===== src/rtl/fft_pkg.sv =====
// Shared definitions for the in-place radix-2 DIT FFT stage sequencer.
// Optional bit-reversal pre-pass enabled by defining FFT_BITREV_LOAD_EN.

`ifndef FFT_PKG_MACROS
`define FFT_PKG_MACROS
// Complex word layout is {re, im}, each dw bits wide
`define FFT_CPLX_RE(w, dw) w[2*(dw)-1:(dw)]
`define FFT_CPLX_IM(w, dw) w[(dw)-1:0]
`define FFT_CPLX_PACK(re, im) {re, im}
`endif

package fft_pkg;

    localparam int unsigned FFT_LOG2N     = 8;
    localparam int unsigned FFT_N         = 1 << FFT_LOG2N;
    localparam int unsigned FFT_DATA_W    = 32;
    localparam int unsigned FFT_MAX_LOG2N = 16;

    typedef enum logic [3:0] {
        S_IDLE,
        S_RD,
        S_RD_WAIT,
        S_BF_GO,
        S_BF_ACK,
        S_BF_WAIT,
        S_WR,
        S_NEXT,
        S_DONE
`ifdef FFT_BITREV_LOAD_EN
        ,
        S_BR_RD,
        S_BR_WAIT,
        S_BR_WR
`endif
    } state_t;

    // Reverse the low 'bits' bits of v; bits above 'bits' come back zero
    function automatic logic [FFT_MAX_LOG2N-1:0] bitrev(
        input logic [FFT_MAX_LOG2N-1:0] v,
        input int unsigned              bits
    );
        logic [FFT_MAX_LOG2N-1:0] r;
        r = '0;
        for (int unsigned i = 0; i < FFT_MAX_LOG2N; i++) begin
            if (i < bits) begin
                r[4'(bits - 1 - i)] = v[4'(i)];
            end
        end
        return r;
    endfunction

endpackage


===== src/rtl/fft_addr_gen.sv =====
// Butterfly address pair and twiddle index for stage s, butterfly k.

module fft_addr_gen #(
    parameter int unsigned LOG2N = 8,
    parameter int unsigned SW    = 3
) (
    input  logic [SW-1:0]    s_i,
    input  logic [LOG2N-2:0] k_i,
    output logic [LOG2N-1:0] i0_o,
    output logic [LOG2N-1:0] i1_o,
    output logic [LOG2N-2:0] tw_o
);

    localparam int unsigned KW = LOG2N - 1;

    logic [LOG2N-1:0] k_ext;
    logic [LOG2N-1:0] half;
    logic [LOG2N-1:0] pos;

    // Insert a zero at bit s of k for the top point; bottom point sets that bit
    always_comb begin
        k_ext = LOG2N'(k_i);
        half  = LOG2N'(1) << s_i;
        pos   = k_ext & (half - LOG2N'(1));
        i0_o  = ((k_ext >> s_i) << (32'(s_i) + 32'd1)) | pos;
        i1_o  = i0_o | half;
        tw_o  = KW'(pos << (32'(KW) - 32'(s_i)));
    end

endmodule


===== src/rtl/fft_stage_sequencer.sv =====
// Sequencer driving a radix-2 butterfly over a dual-port sample RAM, in place.
// Define FFT_BITREV_LOAD_EN to add a bit-reversal permutation pre-pass.

module fft_stage_sequencer
    import fft_pkg::*;
#(
    parameter int unsigned LOG2N  = FFT_LOG2N,
    parameter int unsigned DATA_W = FFT_DATA_W
) (
    input  logic                clk,
    input  logic                rst,
    input  logic                start,
    output logic                busy,
    output logic                done,
    output logic [LOG2N-1:0]    a_addr,
    output logic                a_we,
    output logic [2*DATA_W-1:0] a_wdata,
    input  logic [2*DATA_W-1:0] a_rdata,
    output logic [LOG2N-1:0]    b_addr,
    output logic                b_we,
    output logic [2*DATA_W-1:0] b_wdata,
    input  logic [2*DATA_W-1:0] b_rdata,
    output logic [DATA_W-1:0]   bf_r1,
    output logic [DATA_W-1:0]   bf_i1,
    output logic [DATA_W-1:0]   bf_r2,
    output logic [DATA_W-1:0]   bf_i2,
    output logic [LOG2N-2:0]    bf_tw,
    output logic                bf_start,
    input  logic                bf_ready,
    input  logic                bf_valid,
    input  logic [DATA_W-1:0]   bf_nr1,
    input  logic [DATA_W-1:0]   bf_ni1,
    input  logic [DATA_W-1:0]   bf_nr2,
    input  logic [DATA_W-1:0]   bf_ni2
);

    localparam int unsigned KW = LOG2N - 1;
    localparam int unsigned SW = (LOG2N > 1) ? $clog2(LOG2N) : 1;

    state_t        state_q;
    logic [SW-1:0] s_q;
    logic [KW-1:0] k_q;

    logic          last_k_c;
    logic          last_s_c;
    logic [SW-1:0] ag_s_c;
    logic [KW-1:0] ag_k_c;
    logic [LOG2N-1:0] ag_i0_c;
    logic [LOG2N-1:0] ag_i1_c;
    logic [KW-1:0]    ag_tw_c;

    assign last_k_c = (k_q == {KW{1'b1}});
    assign last_s_c = (s_q == SW'(LOG2N - 1));

    // Address generator looks one step ahead while in NEXT so RD sees the new pair
    always_comb begin
        ag_s_c = s_q;
        ag_k_c = k_q;
        if (state_q == S_NEXT) begin
            ag_k_c = k_q + KW'(1);
            if (last_k_c) begin
                ag_s_c = s_q + SW'(1);
            end
        end
    end

    fft_addr_gen #(
        .LOG2N (LOG2N),
        .SW    (SW)
    ) u_addr_gen (
        .s_i  (ag_s_c),
        .k_i  (ag_k_c),
        .i0_o (ag_i0_c),
        .i1_o (ag_i1_c),
        .tw_o (ag_tw_c)
    );

`ifdef FFT_BITREV_LOAD_EN
    logic [LOG2N-1:0] j_q;
    logic [LOG2N-1:0] j_nxt_c;
    logic [LOG2N-1:0] rev_j_c;
    logic [LOG2N-1:0] rev_jn_c;
    logic             last_j_c;

    assign j_nxt_c  = j_q + LOG2N'(1);
    assign rev_j_c  = LOG2N'(bitrev(FFT_MAX_LOG2N'(j_q), LOG2N));
    assign rev_jn_c = LOG2N'(bitrev(FFT_MAX_LOG2N'(j_nxt_c), LOG2N));
    assign last_j_c = (j_q == {LOG2N{1'b1}});
`endif

    // Control FSM with registered RAM/butterfly outputs; pulses default low each cycle
    always_ff @(posedge clk or posedge rst) begin
        if (rst) begin
            state_q  <= S_IDLE;
            s_q      <= '0;
            k_q      <= '0;
            busy     <= 1'b0;
            done     <= 1'b0;
            a_addr   <= '0;
            a_we     <= 1'b0;
            a_wdata  <= '0;
            b_addr   <= '0;
            b_we     <= 1'b0;
            b_wdata  <= '0;
            bf_r1    <= '0;
            bf_i1    <= '0;
            bf_r2    <= '0;
            bf_i2    <= '0;
            bf_tw    <= '0;
            bf_start <= 1'b0;
`ifdef FFT_BITREV_LOAD_EN
            j_q      <= '0;
`endif
        end else begin
            bf_start <= 1'b0;
            done     <= 1'b0;
            a_we     <= 1'b0;
            b_we     <= 1'b0;
            case (state_q)
                S_IDLE: begin
                    if (start) begin
                        busy <= 1'b1;
`ifdef FFT_BITREV_LOAD_EN
                        j_q     <= '0;
                        a_addr  <= '0;
                        b_addr  <= '0;
                        state_q <= S_BR_RD;
`else
                        a_addr  <= ag_i0_c;
                        b_addr  <= ag_i1_c;
                        bf_tw   <= ag_tw_c;
                        state_q <= S_RD;
`endif
                    end
                end
`ifdef FFT_BITREV_LOAD_EN
                S_BR_RD: begin
                    if (rev_j_c > j_q) begin
                        state_q <= S_BR_WAIT;
                    end else if (last_j_c) begin
                        a_addr  <= ag_i0_c;
                        b_addr  <= ag_i1_c;
                        bf_tw   <= ag_tw_c;
                        state_q <= S_RD;
                    end else begin
                        j_q    <= j_nxt_c;
                        a_addr <= j_nxt_c;
                        b_addr <= rev_jn_c;
                    end
                end
                S_BR_WAIT: begin
                    a_wdata <= b_rdata;
                    b_wdata <= a_rdata;
                    a_we    <= 1'b1;
                    b_we    <= 1'b1;
                    state_q <= S_BR_WR;
                end
                S_BR_WR: begin
                    if (last_j_c) begin
                        a_addr  <= ag_i0_c;
                        b_addr  <= ag_i1_c;
                        bf_tw   <= ag_tw_c;
                        state_q <= S_RD;
                    end else begin
                        j_q     <= j_nxt_c;
                        a_addr  <= j_nxt_c;
                        b_addr  <= rev_jn_c;
                        state_q <= S_BR_RD;
                    end
                end
`endif
                S_RD: begin
                    state_q <= S_RD_WAIT;
                end
                S_RD_WAIT: begin
                    bf_r1   <= `FFT_CPLX_RE(a_rdata, DATA_W);
                    bf_i1   <= `FFT_CPLX_IM(a_rdata, DATA_W);
                    bf_r2   <= `FFT_CPLX_RE(b_rdata, DATA_W);
                    bf_i2   <= `FFT_CPLX_IM(b_rdata, DATA_W);
                    state_q <= S_BF_GO;
                end
                S_BF_GO: begin
                    if (bf_ready) begin
                        bf_start <= 1'b1;
                        state_q  <= S_BF_ACK;
                    end
                end
                S_BF_ACK: begin
                    state_q <= S_BF_WAIT;
                end
                S_BF_WAIT: begin
                    if (bf_valid) begin
                        a_wdata <= `FFT_CPLX_PACK(bf_nr1, bf_ni1);
                        b_wdata <= `FFT_CPLX_PACK(bf_nr2, bf_ni2);
                        a_we    <= 1'b1;
                        b_we    <= 1'b1;
                        state_q <= S_WR;
                    end
                end
                S_WR: begin
                    state_q <= S_NEXT;
                end
                S_NEXT: begin
                    if (last_k_c && last_s_c) begin
                        s_q     <= '0;
                        k_q     <= '0;
                        done    <= 1'b1;
                        state_q <= S_DONE;
                    end else begin
                        s_q     <= ag_s_c;
                        k_q     <= ag_k_c;
                        a_addr  <= ag_i0_c;
                        b_addr  <= ag_i1_c;
                        bf_tw   <= ag_tw_c;
                        state_q <= S_RD;
                    end
                end
                S_DONE: begin
                    busy    <= 1'b0;
                    state_q <= S_IDLE;
                end
                default: begin
                    state_q <= S_IDLE;
                end
            endcase
        end
    end

endmodule


===== config.mk =====
export PLATFORM = sky130hd
export DESIGN_NAME = fft_stage_sequencer
export DESIGN_NICKNAME = d
export VERILOG_FILES = /design/src/rtl/fft_pkg.sv /design/src/rtl/fft_addr_gen.sv /design/src/rtl/fft_stage_sequencer.sv
export SDC_FILE = /design/constraint.sdc
export NUM_CORES = 1
export LEC_CHECK = 0
export ABC_AREA = 1
export CAP_MARGIN = 30
export CORE_AREA = 2 2 209 211
export CTS_BUF_LIST = sky130_fd_sc_hd__clkbuf_4 sky130_fd_sc_hd__clkbuf_8
export CTS_CLUSTER_DIAMETER = 150
export CTS_CLUSTER_SIZE = 8
export DETAILED_ROUTE_END_ITERATION = 12
export DIE_AREA = 0 0 211 213
export SLEW_MARGIN = 20
export SYNTH_ARGS = -nofsm -noshare
export SYNTH_HDL_FRONTEND = slang
export SYNTH_HIERARCHICAL = 1
export SYNTH_SLANG_ARGS = --single-unit

===== constraint.sdc =====
create_clock -name clk -period 17.4 [get_ports clk]
set_clock_uncertainty 0.1 [all_clocks]
set_input_delay 3.48 -clock clk [delete_from_list [all_inputs] [get_ports clk]]
set_output_delay 3.48 -clock clk [all_outputs]
set_load 0.05 [all_outputs]

==> results of run 1 <==
worst paths after layout:
| check | start | end | slack [ns] | depth (start not counted) |
|---|---|---|---|---|
| setup reg to reg | k_q[1] | bf_tw[6] | 13.13 | 20 |
| hold / removal | b_addr[0] | b_addr[0] | 0.37 | 2 |
| hold reg to reg | b_addr[0] | b_addr[0] | 0.37 | 2 |
| setup / recovery | bf_valid | b_wdata[44] | 11.68 | 6 |
| min in group asynchronous | rst | bf_r2[29] | 3.32 | 2 |
| max in group asynchronous | rst | bf_r1[11] | 12.65 | 3 |
worst reg2reg max path, delay by kind of cell (launching register included):
kind	cells	cell delay, ns
buffers and inverters	1	0.41
DFF	1	0.38
and+or+nand+nor	16	2.48
adders and majority gates	3	0.85
through the flow:
step	cell area [um2]	setup slack, ns	util (%)	hold slack (ns)	total power, mW
floorplan	12600	5.62	-	0.375	2.86
global placement	18300	11.22	42.9	0.361	3.72
detailed placement	18300	11.12	42.9	0.360	3.75
CTS	19000	11.76	44.4	0.376	4.26
global route	19100	11.52	44.6	0.391	4.42
finish	19100	11.68	44.6	0.373	4.21
sequential cells by signal, indices dropped and copies added (netlist names), 3 cells and up:
register and cells:
a_addr 8, a_wdata 64, b_addr 8, b_wdata 64, bf_i1 32, bf_i2 32
bf_r1 32, bf_r2 32, bf_tw 7, k_q 7, s_q 3, state_q 4
Yosys cell counts, types with 5 or more instances:
master,number,area share (%)
nand4_1,16,0.80
nand2_2,5,0.25
buf_2,21,0.84
nand2_1,550,16
inv_1,35,1.0
o21ai_0,9,0.36
mux2_2,128,11
inv_2,6,0.18
buf_4,17,1.0
nand3_1,83,3.3
dfrtp_1,297,59
nor2_1,19,0.57
buf_6,18,1.6
ha_1,10,1.0
layout make-up:
cell class | count | area, um2
fillers | 4041 | 23600
flip-flops and latches | 297 | 7430
repair buffers | 553 | 5570
multi-input cells | 849 | 4530
well taps | 546 | 683
clock buffers | 45 | 613
inverters | 43 | 174
clock inverters | 3 | 25.0
diodes | 9 | 22.5
layout by cell type (no fill, tap or decap), types with 2 or more instances in the layout:
master           instances
diode_2                  9
buf_16                   3
nand3_1                 83
xnor2_1                  2
a21oi_1                  2
and2_1                   4
nor2_1                  19
clkbuf_8                44
buf_4                    6
o21ai_1                  2
clkdlybuf4s50_1        544
mux2_2                 128
ha_1                    10
nor2_4                   2
nand3b_1                 3
nor3_1                   2
inv_4                    2
nand2_1                549
nand3_2                  3
nand4_1                 16
inv_2                    5
dfrtp_1                297
inv_1                   34
o21ai_0                  9
nand2_2                  5
routing by layer:
metal | track usage (%) | wire (um) | up-vias | share of wire [%]
li1 | - | - | 5057 | -
met1 | 21.9 | 17200 | 5176 | 39
met2 | 32.5 | 22200 | 375 | 51
met3 | 5.54 | 2970 | 65 | 6.8
met4 | 7.80 | 1230 | 0 | 2.8
met5 | 0 | 0 | - | 0
cells by family (layout without fill, tap and decap cells):
kind of cell | count (synthesis) | after routing | synth area share, %
simple gates | 690 | 690 | 22.4
flops | 297 | 297 | 59.2
mux | 128 | 128 | 11.5
buf+inv | 102 | 644 | 4.86
compound gates | 18 | 18 | 0.837
fa+ha+maj | 10 | 10 | 0.997
xor+xnor | 3 | 3 | 0.209
other cells | 0 | 9 | 0
power by group through the flow:
stage | logic, mW | clock network (mW) | registers [mW]
finish | 2.53 | 0.493 | 1.19
global route | 2.64 | 0.544 | 1.23
CTS | 2.55 | 0.517 | 1.19
detailed placement | 2.55 | 0 | 1.20
global placement | 2.53 | 0 | 1.19
floorplan | 0.551 | 0 | 2.31
==> summary.md, run 1 <==
| Metric | Value |
|---|---|
| Post-synthesis sequential area ratio | `59.2%` |
| Layout Cells excl Fill | `2345` |
| CTS buffer count | `43` |
| Final setup fails | `0` |
| Drt wl/cell | `18.6 um` |
| Slew Limit Headroom | `44.1%` |
| Gr ovfl total | `0` |
| Hold Crit Class | `flop to flop` |
| Synthesized area | `12600 um2` |
| Sw Ratio | `49.9%` |
| RSZ-0062 raised after global routing | `no` |
| Post-CTS Hold Fix Bufs | `0` |
| Die W | `211 um` |
| Initial Utilization | `29.4%` |
| Fin nets | `2058` |
| Global-route wire length before repair | `64.5 mm` |
| Switching power | `2.10 mW` |
| FFs w/ async S/R, synth | `100%` |
| CP top delay family | `buffers and inverters` |
| CP most frequent cell | `nand2_1` |
| Post-CTS Setup Repair Bufs | `0` |
| Dpl hpwl | `32.4 mm` |
| Element type at the critical path start | `input port` |
| PD cells | `221 nW/um2` |
| Mapped Avg Cell Area | `10.1 um2` |
| Resized Gates After CTS | `0` |
| P_leak | `8.84 nW` |
| Max Freq | `0.175 GHz` |
| Inst Count DP | `2286` |
| Pint | `2.11 mW` |
| Crit path max fanout | `70` |
| Logic pwr share | `60.0%` |
| Yosys reg bits | `297` |
| Setup Crit Path Kind | `input port to flop` |
| Critical Path, Cell by Cell | `clkdlybuf4s50_1 -> nand2_4 -> inv_4 -> buf_4 -> nand2_1 -> nand2_1` |
| Slowest cell delay on critical path | `0.70 ns` |
| Port bufs | `544` |
| Clk sinks | `297` |
| Ys flop type | `dfrtp_1` |
| Area Overhead vs Synth | `51.7%` |
| Row cnt | `76` |
| DR vias | `10700` |
| Yosys warning count | `6` |
| Fin Setup TNS | `0 ns` |
| Vias/cell | `4.55` |
| Final Critical Period | `5.72 ns` |
| Slew @ Worst Pin | `0.838 ns` |
| Core area | `42700 um2` |
| Vias in the first global route | `10600` |
| Max Buffers Root-to-Sink | `3` |
| Worst EP required | `17.81 ns` |
| Final Max Tran Viols | `0` |
| Status | `finished clean` |
| DRC violations left | `0` |
| Max-Cap Viols | `0` |
| Clock power frac | `11.7%` |
| Crit path DAT | `6.13 ns` |
| Routed WL | `43.7 mm` |
| Share of power burned in registers | `28.3%` |
| CTS tree | `done` |
| Detailed Route Iter0 Violations | `733` |
| Crit path max-delay cell type | `buf_4` |
| DRT antenna net count | `0` |
| WP buf/inv | `3` |
| Number of synthesized flops with an enable pin | `0` |
| Die area | `44900 um2` |
| Skew-Pair Late Insertion Delay | `0.60 ns` |
| Fin crit share | `32.9%` |
| IR drop worst, VDD | `0.0000866 V` |
| Largest net degree at the start of global routing | `106` |
| Htree depth | `2` |
| Root buffer cell | `clkbuf_8` |
| Gpl congestion | `0.872` |
| Nature of the critical path endpoint | `flop` |
| DR pass1 iterations | `5` |
| Clock-pin slew on the worst setup and hold paths | `0.06 ns` |
| Synth unique cells | `33` |
| Hold Fails Final Rpt | `0` |
| I/O pin count | `545` |
| Antenna violations before repair | `9` |
| Chip height | `213 um` |
| Syn Inst Count | `1248` |
| Global-route usage over all layers | `18.8%` |
| Syn Nets | `1519` |
| Share of post-route cells with drive strength above 1 | `11.6%` |
Note: power is estimated with default switching activity, not from simulation.
==> run 2: changes to the inputs <==
Clock period 17.4 ns to 5.5 ns, I/O delays scaled along.
==> run 2 against run 1 <==
  * First-iteration DRC count decreased by 7.8%
  * Global-route usage increased by 0.26 points
  * Sequential power increased to 3.2 times the previous value
  * Worst setup slack got worse by 10 ns
  * Critical path depth increased by 13
  * Count of clock-buffer cells in the layout decreased by 1
  * Utilization decreased by 0.091 points
  * Combinational power increased to 3.2 times the previous value
  * Sequential share of layout area increased by 0.080 points
  * Via count decreased by 0.56%
  * Hold slack improved by 0.0011 ns
==> summary.md, run 2 (synthesis gave the netlist of run 1 again) <==
| Metric | Value |
|---|---|
| Share of post-route cells with drive strength above 1 | `11.6% (unchanged)` |
| Routed WL | `44.1 mm (+0.98%)` |
| Element type at the critical path start | `flop` |
| Min-Delay Endpoint | `b_addr[4]` |
| Slew @ Worst Pin | `0.875 ns (+0.0362 ns)` |
| Clk sinks | `297 (unchanged)` |
| DR vias | `10600 (-0.56%)` |
| PD cells | `701 nW/um2 (+220%)` |
| Die W | `211 um (unchanged)` |
| Hold Crit Class | `flop to flop` |
| Die area | `44900 um2 (unchanged)` |
| Core area | `42700 um2 (unchanged)` |
| DRT antenna net count | `0 (unchanged)` |
| Initial Utilization | `29.4% (unchanged)` |
| Root buffer cell | `clkbuf_8` |
| DRC violations left | `0 (unchanged)` |
| Htree depth | `2 (unchanged)` |
| Sw Ratio | `50.0% (+0.12 points)` |
| Vias in the first global route | `10800 (+1.4%)` |
| Commonest non-fill, non-tap cells in the layout | `nand2_1, clkdlybuf4s50_1, dfrtp_1` |
| Max-Cap Viols | `0 (unchanged)` |
| Pre-CTS WS | `1.51 ns (-9.61 ns)` |
| Clock-pin slew on the worst setup and hold paths | `0.06 ns (about the same)` |
| Antenna violations before repair | `1 (-8)` |
| Setup Crit Path Kind | `flop to flop` |
| Chip height | `213 um (unchanged)` |
| Slew Limit Headroom | `41.7% (-2.4 points)` |
| Worst R2R Path Depth | `19 (-5.0%)` |
| Final Max Tran Viols | `0 (unchanged)` |
| Vias/cell | `4.54 (-0.22%)` |
| Status | `finished clean` |
| DR pass1 iterations | `5 (unchanged)` |
| Setup WS post-layout | `1.43 ns (-10.25 ns)` |
| RSZ-0062 raised after global routing | `no` |
| Logic pwr share | `60.2% (+0.2 points)` |
| Post-Place Cell Area | `18400 um2 (+0.27%)` |
| Pint | `6.66 mW (+220%)` |
| Worst R2R End | `bf_tw[6]` |
| Area Overhead vs Synth | `51.4%` |
| Max Buffers Root-to-Sink | `3 (unchanged)` |
| CTS tree | `done` |
| Global-route wire length before repair | `65.5 mm (+1.6%)` |
| Crit path max fanout | `15 (-79%)` |
| Hold Fails Final Rpt | `0 (unchanged)` |
| Row cnt | `76 (unchanged)` |
| Largest net degree at the start of global routing | `122 (+15%)` |
| Most common cell after layout, fill and taps aside | `nand2_1` |
| Resized Gates After CTS | `0 (unchanged)` |
| Port bufs | `544 (unchanged)` |
| Share of power burned in registers | `28.2% (about the same)` |
| Crit path DAT | `4.50 ns (-1.63 ns)` |
| Post-CTS Setup Repair Bufs | `0 (unchanged)` |
| Global-route usage over all layers | `19.1% (+0.26 points)` |
| Clock power frac | `11.6% (about the same)` |
| Switching power | `6.67 mW (+220%)` |
| Post-CTS Hold Fix Bufs | `0 (unchanged)` |
| Gr ovfl total | `0 (unchanged)` |
| Detailed Route Iter0 Violations | `676 (-7.8%)` |
| IR drop worst, VDD | `0.000360 V (+320%)` |
| Biggest regs | `a_wdata x64, b_wdata x64` |
| Gpl congestion | `0.902 (+3.5%)` |
| CTS buffer count | `43 (unchanged)` |
| I/O pin count | `545 (unchanged)` |
| Drt wl/cell | `18.9 um (+1.3%)` |
| Hold-critical path depth | `2 (unchanged)` |
| P_leak | `8.83 nW (-0.10%)` |
| Worst Hold Launch | `b_addr[4]` |
| Max Freq | `0.246 GHz` |
| Fin crit share | `73.9%` |
| Fin Setup TNS | `0 ns (unchanged)` |
| Skew-Pair Late Insertion Delay | `0.59 ns (about the same)` |
| R2R setup slack | `1.43 ns (-11.70 ns)` |
| Nature of the critical path endpoint | `flop` |
| Fin nets | `2059 (+0.049%)` |
| Dpl hpwl | `32.5 mm (+0.27%)` |
| Worst EP required | `5.93 ns (-11.88 ns)` |
| Post-route cell area | `19000 um2 (-0.20%)` |
| Final setup fails | `0 (unchanged)` |
| FF-to-FF Start | `k_q[0]` |
| Final Critical Period | `4.07 ns` |
## run 2: how the worst max path moves through the flow
stage	startpoint	end	slack (ns)	cells after the start
2_1_floorplan	rst	a_addr[0]	0.35	1
3_3_place_gp	k_q[0]	bf_tw[6]	1.64	19
3_5_place_dp	k_q[0]	bf_tw[6]	1.51	19
4_1_cts	k_q[0]	bf_tw[6]	1.49	19
5_1_grt	k_q[0]	bf_tw[6]	0.99	19
6_report	k_q[0]	bf_tw[6]	1.43	19
## run 2: stage by stage
stage / cells / hold WS [ns] / utilization, % / total power, mW
floorplan: 1248 / 0.375 / - / 9.04
global placement: 2287 / 0.360 / 43.0 / 11.8
detailed placement: 2289 / 0.358 / 43.1 / 11.9
CTS: 2336 / 0.374 / 44.5 / 13.5
global route: 2337 / 0.398 / 44.5 / 14.0
finish: 2337 / 0.374 / 44.5 / 13.3
## run 2: cell type report
class | instances | area, um2
Sequential cell | 297 | 7430
Fill cell | 4121 | 23700
Timing Repair Buffer | 554 | 5570
Clock inverter | 3 | 26.3
Antenna cell | 1 | 2.50
Multi-Input combinational cell | 849 | 4530
Tap cell | 546 | 683
Inverter | 43 | 170
Clock buffer | 44 | 599
## run 2: critical path, cell delays in order (launching register included)
cell and delay (ns):
dfrtp_1 0.38, ha_1 0.20, nand2_1 0.08, nor2_1 0.33, nand3_1 0.21, nand2_1 0.12, and2_1 0.46, inv_1 0.37
ha_1 0.31, nand2_1 0.20, ha_1 0.29, inv_1 0.06, nand2_1 0.08, nand3_2 0.11, o21ai_1 0.19, o21ai_1 0.10
and2_1 0.16, nor2_1 0.09, nand3_1 0.08, nand2_1 0.09
## run 2: power by group through the flow
stage | sequential (mW) | combinational [mW] | clock, mW
floorplan | 7.30 | 1.74 | 0
global placement | 3.74 | 8.05 | 0
detailed placement | 3.78 | 8.10 | 0
CTS | 3.75 | 8.12 | 1.63
global route | 3.88 | 8.39 | 1.71
finish | 3.75 | 8.03 | 1.55
## run 2: layer usage
metal / wire length [um] / part of all wire (%) / vias to the layer above / GRT usage [%]
met5: 0 / 0 / - / 0
met1: 17200 / 39 / 5122 / 22.1
met4: 1140 / 2.6 / 0 / 6.70
met3: 3060 / 6.9 / 81 / 4.97
met2: 22700 / 51 / 361 / 34.1
li1: - / - / 5049 / -
==> run 3: changes to the inputs <==
Clock period 5.5 ns to 3.7 ns, I/O delays scaled along.
==> run 3 against run 2 <==
  * Via count rose by 0.66%
  * Sequential power increased by 49%
  * Count of clock-buffer cells in the layout is the same
  * Worst setup slack lost 0.98 ns
  * Fmax grew 25%
  * Sequential cell count unchanged
  * Non-clock buffer count rose by 14
  * Die area stayed put
  * Routed wire length increased by 1.0%
  * Critical path type unchanged
==> summary.md, run 3 (synthesis gave the netlist of run 1 again) <==
| Metric | Value |
|---|---|
| Layout Cells excl Fill | `2352 (+0.64%)` |
| Core area | `42700 um2 (unchanged)` |
| Gr ovfl total | `0 (unchanged)` |
| CTS buffer count | `43 (unchanged)` |
| Setup Crit Path Kind | `flop to flop` |
| Vias/cell | `4.54 (about the same)` |
| Commonest non-fill, non-tap cells in the layout | `nand2_1, clkdlybuf4s50_1, dfrtp_1` |
| Global-route usage over all layers | `19.3% (+0.18 points)` |
| Die area | `44900 um2 (unchanged)` |
| Skew-Pair Late Insertion Delay | `0.59 ns (about the same)` |
| Root buffer cell | `clkbuf_8` |
| Worst Hold Launch | `b_addr[1]` |
| Nature of the critical path endpoint | `flop` |
| Die W | `211 um (unchanged)` |
| R2R setup slack | `0.46 ns (-0.98 ns)` |
| Drt wl/cell | `18.9 um (+0.36%)` |
| Detailed Route Iter0 Violations | `638 (-5.6%)` |
| Max-Cap Viols | `0 (unchanged)` |
| Status | `finished clean` |
| Post-CTS Hold Fix Bufs | `0 (unchanged)` |
| Most common cell after layout, fill and taps aside | `nand2_1` |
| Final Critical Period | `3.24 ns (-0.822 ns)` |
| I/O pin count | `545 (unchanged)` |
| Htree depth | `2 (unchanged)` |
| DR vias | `10700 (+0.66%)` |
| Clk sinks | `297 (unchanged)` |
| Area of the multi-input gates | `4530 um2 (+0.11%)` |
| Clock-pin slew on the worst setup and hold paths | `0.07 ns (about the same)` |
| Final Max Tran Viols | `0 (unchanged)` |
| Reg area | `7430 um2 (unchanged)` |
| Global-route wire length before repair | `65.6 mm (+0.18%)` |
| Max Freq | `0.308 GHz (+25%)` |
| Largest net degree at the start of global routing | `129 (+5.7%)` |
| Crit path max fanout | `9 (-6)` |
| DRT antenna net count | `0 (unchanged)` |
| Port bufs | `544 (unchanged)` |
| RSZ-0062 raised after global routing | `no` |
| DRC violations left | `0 (unchanged)` |
| Share of post-route cells with drive strength above 1 | `12.4% (+0.80 points)` |
| Dpl hpwl | `33.3 mm (+2.3%)` |
| Initial Utilization | `29.4% (unchanged)` |
| Fin nets | `2073 (+0.68%)` |
| Antenna violations before repair | `4 (+3)` |
| Min-Delay Endpoint | `b_addr[1]` |
| Fillers | `4078 (-1.0%)` |
| Gpl congestion | `0.866 (-4.0%)` |
| Worst R2R Path Depth | `19 (unchanged)` |
| Fin Setup TNS | `0 ns (unchanged)` |
| Biggest regs | `a_wdata x64, b_wdata x64` |
| Final core utilization | `45.0% (+0.45 points)` |
| Hold Crit Class | `flop to flop` |
| Hold-critical path depth | `2 (unchanged)` |
| Row cnt | `76 (unchanged)` |
| CTS tree | `done` |
| Fin crit share | `87.7% (+14 points)` |
| Crit path DAT | `3.67 ns (-0.83 ns)` |
| Vias in the first global route | `10800 (+0.18%)` |
| FF-to-FF Start | `k_q[1]` |
| Worst R2R End | `bf_tw[6]` |
| Worst EP required | `4.13 ns (-1.80 ns)` |
| DR pass1 iterations | `5 (unchanged)` |
| Post-CTS Setup Repair Bufs | `0 (unchanged)` |
| Inst Count DP | `2302 (+0.57%)` |
| Hold Fails Final Rpt | `0 (unchanged)` |
| Resized Gates After CTS | `0 (unchanged)` |
| PD cells | `1030 nW/um2 (+47%)` |
| Routed WL | `44.5 mm (+1.0%)` |
| P_leak | `8.93 nW (+1.1%)` |
| Chip height | `213 um (unchanged)` |
| IR drop worst, VDD | `0.000442 V (+23%)` |
| Slew @ Worst Pin | `0.656 ns (-0.219 ns)` |
| Max Buffers Root-to-Sink | `3 (unchanged)` |
| Area Overhead vs Synth | `52.9%` |
| Final setup fails | `0 (unchanged)` |
| Element type at the critical path start | `flop` |
| Slew Limit Headroom | `56.3% (+15 points)` |
## run 3: how the worst max path moves through the flow
| stage | slack [ns] | depth (start not counted) | from | to |
|---|---|---|---|---|
| after floorplan | -1.09 | 1 | rst | a_addr[0] |
| after global placement | 0.38 | 18 | k_q[0] | bf_tw[6] |
| after detailed placement | 0.24 | 18 | k_q[0] | bf_tw[6] |
| after CTS | 0.19 | 18 | k_q[0] | bf_tw[6] |
| after global routing | 0.02 | 18 | k_q[1] | bf_tw[4] |
| final | 0.46 | 19 | k_q[1] | bf_tw[6] |
## run 3: report_power, final
part | switching (mW) | internal [mW] | total (mW)
clock network | 1.22 | 1.06 | 2.28
registers | 0.787 | 4.80 | 5.59
logic | 7.88 | 4.09 | 12.0
## run 3: through the flow
stage | power, mW | hold WS [ns] | setup WS [ns] | area, um2
2_1_floorplan | 13.4 | 0.375 | -1.09 | 12600
3_3_place_gp | 17.6 | 0.359 | 0.378 | 18500
3_5_place_dp | 17.7 | 0.361 | 0.240 | 18500
4_1_cts | 20.1 | 0.377 | 0.194 | 19200
5_1_grt | 20.8 | 0.392 | 0.0213 | 19200
6_report | 19.8 | 0.370 | 0.456 | 19200
## run 3: layout make-up
cell class                 instances  share of cell area [%]
sequential                       297                    38.7
tap                              546                    3.56
inverter                          43                   0.899
multi-input combinational        849                    23.6
antenna                            2                  0.0261
clock inverter                     3                   0.143
clock buffer                      44                    3.12
timing repair buffer             568                    29.9
## run 3: critical path, cell delays in order, from the launching register on
cell	delay [ns]
dfrtp_1	0.37
ha_1	0.21
nand2_1	0.10
nor2_2	0.22
nand3_1	0.19
nand2_1	0.11
and2_1	0.14
inv_1	0.15
ha_1	0.27
nand2_1	0.10
ha_1	0.27
inv_1	0.07
nand2_1	0.08
nand3_2	0.10
o21ai_1	0.17
o21ai_1	0.10
and2_1	0.15
nor2_1	0.10
nand3_1	0.08
nand2_1	0.08
## run 3: metal layers
metal / vias to the layer above / GRT usage, % / share of wire, %
met1: 5168 / 22.0 / 39
met3: 74 / 6.13 / 7.2
met5: - / 0 / 0.070
met4: 4 / 6.95 / 2.8
li1: 5076 / - / -
met2: 361 / 33.9 / 51
